<file path="config.mk">
export PLATFORM = sky130hd
export DESIGN_NAME = char_console_ctrl
export DESIGN_NICKNAME = d
export VERILOG_FILES = /design/src/rtl/char_console_ctrl.sv
export SDC_FILE = /design/constraint.sdc
export NUM_CORES = 1
export LEC_CHECK = 0
export CAP_MARGIN = 10
export CORE_ASPECT_RATIO = 0.6
export CORE_MARGIN = 2
export CORE_UTILIZATION = 45
export DETAILED_ROUTE_END_ITERATION = 8
export GPL_ROUTABILITY_DRIVEN = 1
export PLACE_DENSITY = 0.86
export SYNTH_ARGS = -nofsm -noshare
export SYNTH_HDL_FRONTEND = slang
export SYNTH_SLANG_ARGS = --single-unit
</file>
<file path="constraint.sdc">
create_clock -name clk_i -period 3.9 [get_ports clk_i]
set_input_delay 0.585 -clock clk_i [delete_from_list [all_inputs] [get_ports clk_i]]
set_output_delay 0.585 -clock clk_i [all_outputs]
set_load 0.1 [all_outputs]
</file>
<file path="src/rtl/char_console_ctrl.sv">
// Byte-stream to character-memory write sequencer with cursor, clear-screen and scroll-up.
// Optional scroll on last-row newline via CHARCON_SCROLL_EN; otherwise the cursor wraps to row 0.
module char_console_ctrl #(
    parameter int COLS = 80,
    parameter int ROWS = 30
) (
    input  logic        clk_i,
    input  logic        rst_n_i,
    input  logic        char_valid_i,
    input  logic [7:0]  char_data_i,
    output logic        char_ready_o,
    input  logic        clear_i,
    input  logic [11:0] fg_color_i,
    input  logic [11:0] bg_color_i,
    output logic        mem_we_o,
    output logic [11:0] mem_addr_o,
    output logic [31:0] mem_wdata_o,
    input  logic [31:0] mem_rdata_i,
    output logic [6:0]  cursor_col_o,
    output logic [4:0]  cursor_row_o,
    output logic        busy_o
);

    localparam logic [6:0] LAST_COL = 7'(COLS - 1);
    localparam logic [4:0] LAST_ROW = 5'(ROWS - 1);

    typedef enum logic [2:0] {
        S_IDLE,
        S_WRITE,
        S_CLEAR
`ifdef CHARCON_SCROLL_EN
        , S_SCROLL_RD,
        S_SCROLL_WR,
        S_SCROLL_BLANK
`endif
    } state_t;

    state_t      state_q, state_d;
    logic [6:0]  col_q, col_d, scan_col_q, scan_col_d;
    logic [4:0]  row_q, row_d, scan_row_q, scan_row_d;
    logic [7:0]  char_q, char_d, ctl_q, ctl_d;
    logic        ctl_vld_q, ctl_vld_d;
    logic        clr_pend_q, clr_pend_d;
    logic        scroll_go;
    logic [31:0] blank_word;

`ifndef CHARCON_SCROLL_EN
    logic unused_rdata;
    assign unused_rdata = ^mem_rdata_i;
`endif

    assign blank_word   = {bg_color_i, fg_color_i, 8'h20};
    assign cursor_col_o = col_q;
    assign cursor_row_o = row_q;
    assign busy_o       = (state_q != S_IDLE);

    always_comb begin
        state_d      = state_q;
        col_d        = col_q;
        row_d        = row_q;
        scan_col_d   = scan_col_q;
        scan_row_d   = scan_row_q;
        char_d       = char_q;
        ctl_d        = ctl_q;
        ctl_vld_d    = 1'b0;
        clr_pend_d   = clr_pend_q | clear_i;
        scroll_go    = 1'b0;
        char_ready_o = 1'b0;
        mem_we_o     = 1'b0;
        mem_addr_o   = '0;
        mem_wdata_o  = '0;

        case (state_q)
            S_IDLE: begin
                // Control bytes take effect one edge after acceptance
                if (ctl_vld_q) begin
                    case (ctl_q)
                        8'h0A: begin
                            if (row_q == LAST_ROW) begin
`ifdef CHARCON_SCROLL_EN
                                scroll_go = 1'b1;
`else
                                row_d = '0;
`endif
                            end else begin
                                row_d = row_q + 5'd1;
                            end
                        end
                        8'h0D:   col_d = '0;
                        8'h08:   if (col_q != '0) col_d = col_q - 7'd1;
                        default: ;
                    endcase
                end
                if (scroll_go) begin
`ifdef CHARCON_SCROLL_EN
                    state_d    = S_SCROLL_RD;
                    scan_row_d = 5'd1;
                    scan_col_d = '0;
`endif
                end else if (clr_pend_q || clear_i) begin
                    state_d    = S_CLEAR;
                    scan_row_d = '0;
                    scan_col_d = '0;
                    clr_pend_d = 1'b0;
                end else begin
                    char_ready_o = 1'b1;
                    if (char_valid_i) begin
                        if (char_data_i >= 8'h20 && char_data_i <= 8'h7E) begin
                            char_d  = char_data_i;
                            state_d = S_WRITE;
                        end else begin
                            ctl_d     = char_data_i;
                            ctl_vld_d = 1'b1;
                        end
                    end
                end
            end
            S_WRITE: begin
                mem_we_o    = 1'b1;
                mem_addr_o  = {row_q, col_q};
                mem_wdata_o = {bg_color_i, fg_color_i, char_q};
                state_d     = S_IDLE;
                if (col_q == LAST_COL) begin
                    col_d = '0;
                    if (row_q == LAST_ROW) begin
`ifdef CHARCON_SCROLL_EN
                        state_d    = S_SCROLL_RD;
                        scan_row_d = 5'd1;
                        scan_col_d = '0;
`else
                        row_d = '0;
`endif
                    end else begin
                        row_d = row_q + 5'd1;
                    end
                end else begin
                    col_d = col_q + 7'd1;
                end
            end
            S_CLEAR: begin
                mem_we_o    = 1'b1;
                mem_addr_o  = {scan_row_q, scan_col_q};
                mem_wdata_o = blank_word;
                if (scan_col_q == LAST_COL) begin
                    scan_col_d = '0;
                    if (scan_row_q == LAST_ROW) begin
                        state_d = S_IDLE;
                        col_d   = '0;
                        row_d   = '0;
                    end else begin
                        scan_row_d = scan_row_q + 5'd1;
                    end
                end else begin
                    scan_col_d = scan_col_q + 7'd1;
                end
            end
`ifdef CHARCON_SCROLL_EN
            S_SCROLL_RD: begin
                mem_addr_o = {scan_row_q, scan_col_q};
                state_d    = S_SCROLL_WR;
            end
            S_SCROLL_WR: begin
                // Read data for the address presented last cycle lands one row up
                mem_we_o    = 1'b1;
                mem_addr_o  = {scan_row_q - 5'd1, scan_col_q};
                mem_wdata_o = mem_rdata_i;
                state_d     = S_SCROLL_RD;
                if (scan_col_q == LAST_COL) begin
                    scan_col_d = '0;
                    if (scan_row_q == LAST_ROW) begin
                        state_d = S_SCROLL_BLANK;
                    end else begin
                        scan_row_d = scan_row_q + 5'd1;
                    end
                end else begin
                    scan_col_d = scan_col_q + 7'd1;
                end
            end
            S_SCROLL_BLANK: begin
                mem_we_o    = 1'b1;
                mem_addr_o  = {LAST_ROW, scan_col_q};
                mem_wdata_o = blank_word;
                if (scan_col_q == LAST_COL) begin
                    state_d = S_IDLE;
                end else begin
                    scan_col_d = scan_col_q + 7'd1;
                end
            end
`endif
            default: state_d = S_IDLE;
        endcase
    end

    always_ff @(posedge clk_i or negedge rst_n_i) begin
        if (!rst_n_i) begin
            state_q    <= S_IDLE;
            col_q      <= '0;
            row_q      <= '0;
            scan_col_q <= '0;
            scan_row_q <= '0;
            char_q     <= '0;
            ctl_q      <= '0;
            ctl_vld_q  <= 1'b0;
            clr_pend_q <= 1'b0;
        end else begin
            state_q    <= state_d;
            col_q      <= col_d;
            row_q      <= row_d;
            scan_col_q <= scan_col_d;
            scan_row_q <= scan_row_d;
            char_q     <= char_d;
            ctl_q      <= ctl_d;
            ctl_vld_q  <= ctl_vld_d;
            clr_pend_q <= clr_pend_d;
        end
    end

endmodule

</file>
==> results of run 1 <==
## flip-flops by register name, summed over array words and instances, names as in the netlist
name	count
char_q	8
ctl_q	8
cursor_col_o	7
scan_col_q	7
cursor_row_o	5
scan_row_q	5
state_q	2
clr_pend_q	1
ctl_vld_q	1
## power by group
part / total (uW) / internal, uW / leakage (uW) / switching, uW
sequential: 456 / 456 / 0.000580 / 0.0000000000000102
combinational: 177 / 55.8 / 0.00110 / 121
clock: 347 / 190 / 0.0000552 / 156
## layout by cell type (no fill, tap or decap), types with 2 or more instances in the layout
cell type	instances
inv_1	13
nand2b_1	2
nor2_1	20
o31ai_2	2
clkdlybuf4s50_1	47
a22o_1	8
nand2_1	17
o22ai_1	2
xor2_1	4
buf_4	47
nand4_1	2
o31ai_1	10
nor3_1	6
mux2_4	2
o22a_1	2
or2_1	2
o41ai_1	2
clkbuf_8	5
o211ai_1	2
nand3_1	12
ha_1	11
o21ai_0	14
nand3b_1	2
nor2b_1	5
nor2b_2	24
a41o_1	2
and3_1	9
xnor2_1	5
a31oi_1	2
a21oi_1	8
o21ai_1	10
dfrtp_1	44
mux2_2	9
mux2_1	6
and2_1	3
## cell type report
| type | instances | area [sq um] | area share, % |
|---|---|---|---|
| flip-flops and latches | 44 | 1100 | 28.7 |
| well taps | 84 | 105 | 2.74 |
| inverters | 14 | 52.6 | 1.37 |
| multi-input cells | 225 | 1640 | 42.7 |
| clock inverters | 2 | 35.0 | 0.915 |
| clock buffers | 6 | 72.6 | 1.89 |
| repair buffers | 95 | 828 | 21.6 |
## cells by family after synthesis
group / Yosys count / share of synthesized area [%]
simple gates: 117 / 23.5
compound gates: 71 / 17.9
flops: 44 / 39.4
buf+inv: 29 / 4.30
mux: 17 / 7.12
fa+ha+maj: 11 / 4.93
xor+xnor: 9 / 2.82
## worst paths after layout
| kind | slack [ns] | to | depth (start not counted) |
|---|---|---|---|
| min reg2reg | 0.49 | char_q[7] | 1 |
| max | 0.63 | mem_wdata_o[28] | 7 |
| min in group clk_i | 0.49 | char_q[7] | 1 |
| max in group asynchronous | 2.85 | ctl_q[2] | 1 |
| max reg2reg | 1.33 | cursor_col_o[5] | 7 |
| min | 0.44 | clr_pend_q | 1 |
## stage by stage
stage                     instances  setup TNS (ns)  worst slack [ns]
after floorplan                 298           -1.41            -0.471
after global placement          462               0              1.05
after detailed placement        462               0             0.987
after CTS                       470               0             0.654
after global routing            470               0             0.442
final                           470               0             0.629
## synth_stat cells (all sizes together) (4+ instances only)
library cell | n | area, sq um
a21oi | 8 | 40.0
a22o | 9 | 80.1
and3 | 9 | 56.3
buf | 4 | 26.3
clkbuf | 11 | 41.3
dfrtp | 44 | 1100
ha | 11 | 138
inv | 14 | 52.6
mux2 | 17 | 199
nand2 | 18 | 75.1
nand3 | 12 | 60.1
nor2 | 21 | 78.8
nor2b | 29 | 181
nor3 | 6 | 30.0
o21ai | 24 | 120
o31ai | 13 | 121
or2 | 4 | 27.5
xnor2 | 5 | 43.8
xor2 | 4 | 35.0
## worst reg2reg max path, cell delays in order, from the launching register on
cell	delay, ns
dfrtp_1	0.46
inv_1	0.13
ha_1	0.22
or4b_4	0.52
nor4_1	0.22
o31a_2	0.27
or2_1	0.32
mux2_4	0.33
## metal layers
metal  part of all wire, %  vias to the layer above
met5                     0                        -
met4                  0.77                        0
met3                   6.4                        7
met2                    47                       82
met1                    46                     1275
li1                      -                     1239
==> impl_results.md, run 1 <==
- Count of final hold-check violations: 0
- Fraction of registers with async set/reset: 100%
- DRC violations left: 0
- Largest net degree at the start of global routing: 45
- Mapped Avg Cell Area: 9.38 sq um
- Synth Register Bits: 44
- First-pass GRT wire length: 12100 um
- Slew HR: 34.5%
- Crit path cell chain: inv_1, ha_1, and2_1, nor2_2, buf_4, nor2b_2, buf_4
- Crit path launch type: register
- Starting DRT DRC Count: 107
- Core Util, Final: 63.2%
- Gr busiest metal: met2
- RSZ-0062 raised after global routing: false
- Worst Path Max Fanout: 24
- DP Area: 0.00372 sq mm
- Final slew viol count: 0
- WHS: 0.438 ns
- Cts hold-fix bufs: 0
- Worst-Margin Slew: 0.983 ns
- Max clock buf depth: 2
- Hold/Removal Path Class: in2async
- Crit Path Class: reg2out
- Dpl hpwl: 5690 um
- Outcome: completed
- Post-CTS Repair Setup Buffers: 0
- Reg clk slew, reported paths: 0.09 ns
- Grt met2 use: 33.6%
- Power density over the cells: 256 mW/mm^2
- Critical path buffers and inverters: 3
- CP peak stage delay: 0.57 ns
- Area grow syn2layout: 37.1%
- # rows: 22
- CP dominant cell by count: buf_4
- Design Power: 980 uW
- Core Footprint: 0.00606 sq mm
- Reg-to-Reg Start: cursor_col_o[0]
- Vias in the first global route: 2434
- Global Route met3 Usage: 4.73%
- GP Congestion: 0.852
- CTS tree: yes
- Die height: 65.0 um
- CTS buffer count: 5
- Yosys Warn Count: 0
- DRT antenna net count: 0
- Syn_nets: 377
- CTS resizes: 0
- Number of flops mapped to enable cells by yosys: 0
- Register area share after synthesis: 39.4%
- Worst path required time: 3.31 ns
- Critical Path AT: 2.69 ns
- GRT overflow: 0
- Leak: 0.00174 uW
- Fin crit period: 3.27 ns
- Final-layout fill cell count: 498
- Clock Skews: 0.00937 ns
- Die Area: 0.00688 sq mm
- Met1 usage: 32.8%
- Critical Path Sink Type: output pin
- Clock Latency Late Sink: 0.30 ns
- TritonCTS Sinks: 44
- Syn Std Cell Area: 0.00279 sq mm
- Initial cell density of the core: 46.1%
- H-tree levels: 2
- Root Buffer: clkbuf_8
- Cells after Synth: 298
- Final period util: 83.9%
- Wire per inst: 16.3 um
- Via density: 5.54
- Layout cells sized above 1: 26.9%
- Die width: 106 um
- Fin area: 0.00383 sq mm
- Nets: 464
- Final setup viols: 0
- Final WL: 7660 um
- Ys flop type: dfrtp_1
- Max_cap viols: 0
- I/O pin count: 127
- Port-buffer cells: 94
- Ant. Diodes: 0
- Pre-Repair DR Iteration Count: 5
- Max Freq: 306 MHz
- Top Family by Delay on Critical Path: simple AND/OR/NAND/NOR gates
- Initial antenna violation count: 0
- Critical path launch point: state_q[0]
- Via Count: 2603
- Post-synthesis cell type count: 54
- Global Route Usage Sum: 22.3%
- Critical-path top delay cell: and2_1
- Worst VDD drop: 0.000142 V
Power figures use the tool's default switching activity.
==> inputs of run 2 (changes only) <==
--- a/config.mk
+++ b/config.mk
@@ -8,10 +8,10 @@
 export CAP_MARGIN = 10
 export CORE_ASPECT_RATIO = 0.6
 export CORE_MARGIN = 2
-export CORE_UTILIZATION = 45
+export CORE_UTILIZATION = 38
 export DETAILED_ROUTE_END_ITERATION = 8
 export GPL_ROUTABILITY_DRIVEN = 1
-export PLACE_DENSITY = 0.86
+export PLACE_DENSITY = 0.77
 export SYNTH_ARGS = -nofsm -noshare
 export SYNTH_HDL_FRONTEND = slang
 export SYNTH_SLANG_ARGS = --single-unit
==> constraint.sdc (replaced) <==
create_clock -name clk_i -period 2.97 [get_ports clk_i]
set_input_delay 0.4455 -clock clk_i [delete_from_list [all_inputs] [get_ports clk_i]]
set_output_delay 0.4455 -clock clk_i [all_outputs]
set_load 0.1 [all_outputs]
==> run 2 against run 1 <==
  * Combinational power grew 68%
  * Clock skew shrank 0.0057 ns
  * Routed wire length grew 12%
  * Cell area grew 19%
  * Via count grew 4.0%
  * Critical path type unchanged
==> impl_results.md, run 2 (same netlist as run 1, synthesis figures left out) <==
- Most frequent cells in the layout: dfrtp_1 (44), buf_12 (38), clkdlybuf4s50_1 (34)
- Reg clk slew, reported paths: 0.06 ns
- GRT overflow: 0
- Worst VDD drop: 0.000201 V
- Reg area: 0.00110 sq mm
- I/O pin count: 127
- Max Freq: 359 MHz
- Finished Layout Cells: 481
- Ant. Diodes: 0
- Via Count: 2706
- Worst Path Max Fanout: 24
- Final setup viols: 0
- Clock Latency Late Sink: 0.29 ns
- First-pass GRT wire length: 13900 um
- Post-CTS Repair Setup Buffers: 0
- Port-buffer cells: 94
- DRC violations left: 0
- Core Util, Final: 63.1%
- Reg-to-Reg Start: cursor_col_o[0]
- Fin crit period: 2.79 ns
- Die height: 70.4 um
- Layout cells sized above 1: 33.6%
- Critical Path Sink Type: output pin
- DRT antenna net count: 0
- Core Footprint: 0.00721 sq mm
- Max clock buf depth: 2
- Critical path launch point: state_q[1]
- Design Power: 1700 uW
- Initial antenna violation count: 0
- Via density: 5.63
- R2r worst-path depth: 7
- H-tree levels: 2
- Largest net degree at the start of global routing: 45
- Outcome: completed
- WHS: 0.327 ns
- Crit Path Class: reg2out
- Count of final hold-check violations: 0
- Power density over the cells: 373 mW/mm^2
- CTS tree: yes
- Critical Path AT: 2.34 ns
- Cts hold-fix bufs: 0
- Hold/Removal Path Class: in2async
- Die Area: 0.00808 sq mm
- Global Route Usage Sum: 22.0%
- Area grow syn2layout: 62.7%
- Clock Skews: 0.00365 ns
- Crit path launch type: register
- # rows: 24
- Vias in the first global route: 2695
- Initial cell density of the core: 38.8%
- RSZ-0062 raised after global routing: false
- Root Buffer: clkbuf_16
- Most common library cell in the layout ignoring fill and taps: dfrtp_1
- CTS buffer count: 5
- Multi-input logic area: 0.00176 sq mm
- Wire per inst: 17.9 um
- Cell count after placement: 473
- Slew HR: 33.8%
- Max_cap viols: 0
- Worst path required time: 2.52 ns
- Biggest regs: char_q: 8 flops, ctl_q: 8 flops
- Final slew viol count: 0
- Reg2reg end: cursor_col_o[5]
- TritonCTS Sinks: 44
- Starting DRT DRC Count: 163
- GP Congestion: 0.865
- Die width: 115 um
- Worst-Margin Slew: 0.993 ns
- Final period util: 93.9%
- Final-layout fill cell count: 561
- Pre-Repair DR Iteration Count: 5
- Dpl hpwl: 6540 um
- Nets: 468
- Final WL: 8600 um
- Setup TNS: 0 ns
- Leak: 0.00209 uW
- CTS resizes: 0
- Worst reg2reg setup slack: 0.41 ns
## run 2: changes by cell type in the layout (fill, tap and decap cells not counted), moves of 2 or more
cell             change
clkbuf_8             -5
a22o_2               +8
bufinv_16            +2
buf_12              +38
nor2b_4             +20
o21ai_1              +3
a22o_1               -8
nor2b_2             -20
o21ai_0              -3
buf_4               -21
clkdlybuf4s50_1     -13
clkbuf_16            +5
## run 2: how the worst max path moves through the flow
stage,end,slack (ns),cells after the start
floorplan,mem_addr_o[0],-0.11,5
global placement,cursor_col_o[0],0.49,7
detailed placement,cursor_col_o[5],0.44,7
CTS,mem_wdata_o[27],0.16,7
global route,mem_wdata_o[18],0.06,7
finish,mem_wdata_o[27],0.18,7
## run 2: critical path: stages, from the launching register on
cell     delay [ns]
dfrtp_1        0.41
inv_1          0.11
ha_1           0.34
and2_1         0.26
nor2_4         0.08
buf_4          0.51
nor2b_2        0.12
buf_12         0.19
## run 2: area by class of cell
type	count	area share [%]
Multi-Input combinational cell	225	38.8
Timing Repair Buffer	99	28.6
Sequential cell	44	24.2
Clock buffer	5	2.75
Tap cell	91	2.50
Clock inverter	3	1.98
Inverter	14	1.16
## run 2: routing by layer
layer  global-route usage, %  wire, um  vias to the layer above
li1                        -         -                     1241
met1                    31.7      3820                     1338
met2                    33.5      4130                      112
met3                    4.95       558                       15
met4                    5.22        94                        0
met5                       0         0                        -
## run 2: where the power goes
group / switching (uW) / internal, uW / leakage [uW]
logic: 172 / 127 / 0.00141
clock network: 230 / 567 / 0.000104
registers: 0.0000000000000174 / 599 / 0.000580
## run 2: per-stage QoR
step                cell area, sq um  setup WS (ns)
floorplan                       2980         -0.107
global placement                4330          0.486
detailed placement              4330          0.441
CTS                             4550          0.164
global route                    4550         0.0592
finish                          4550          0.181
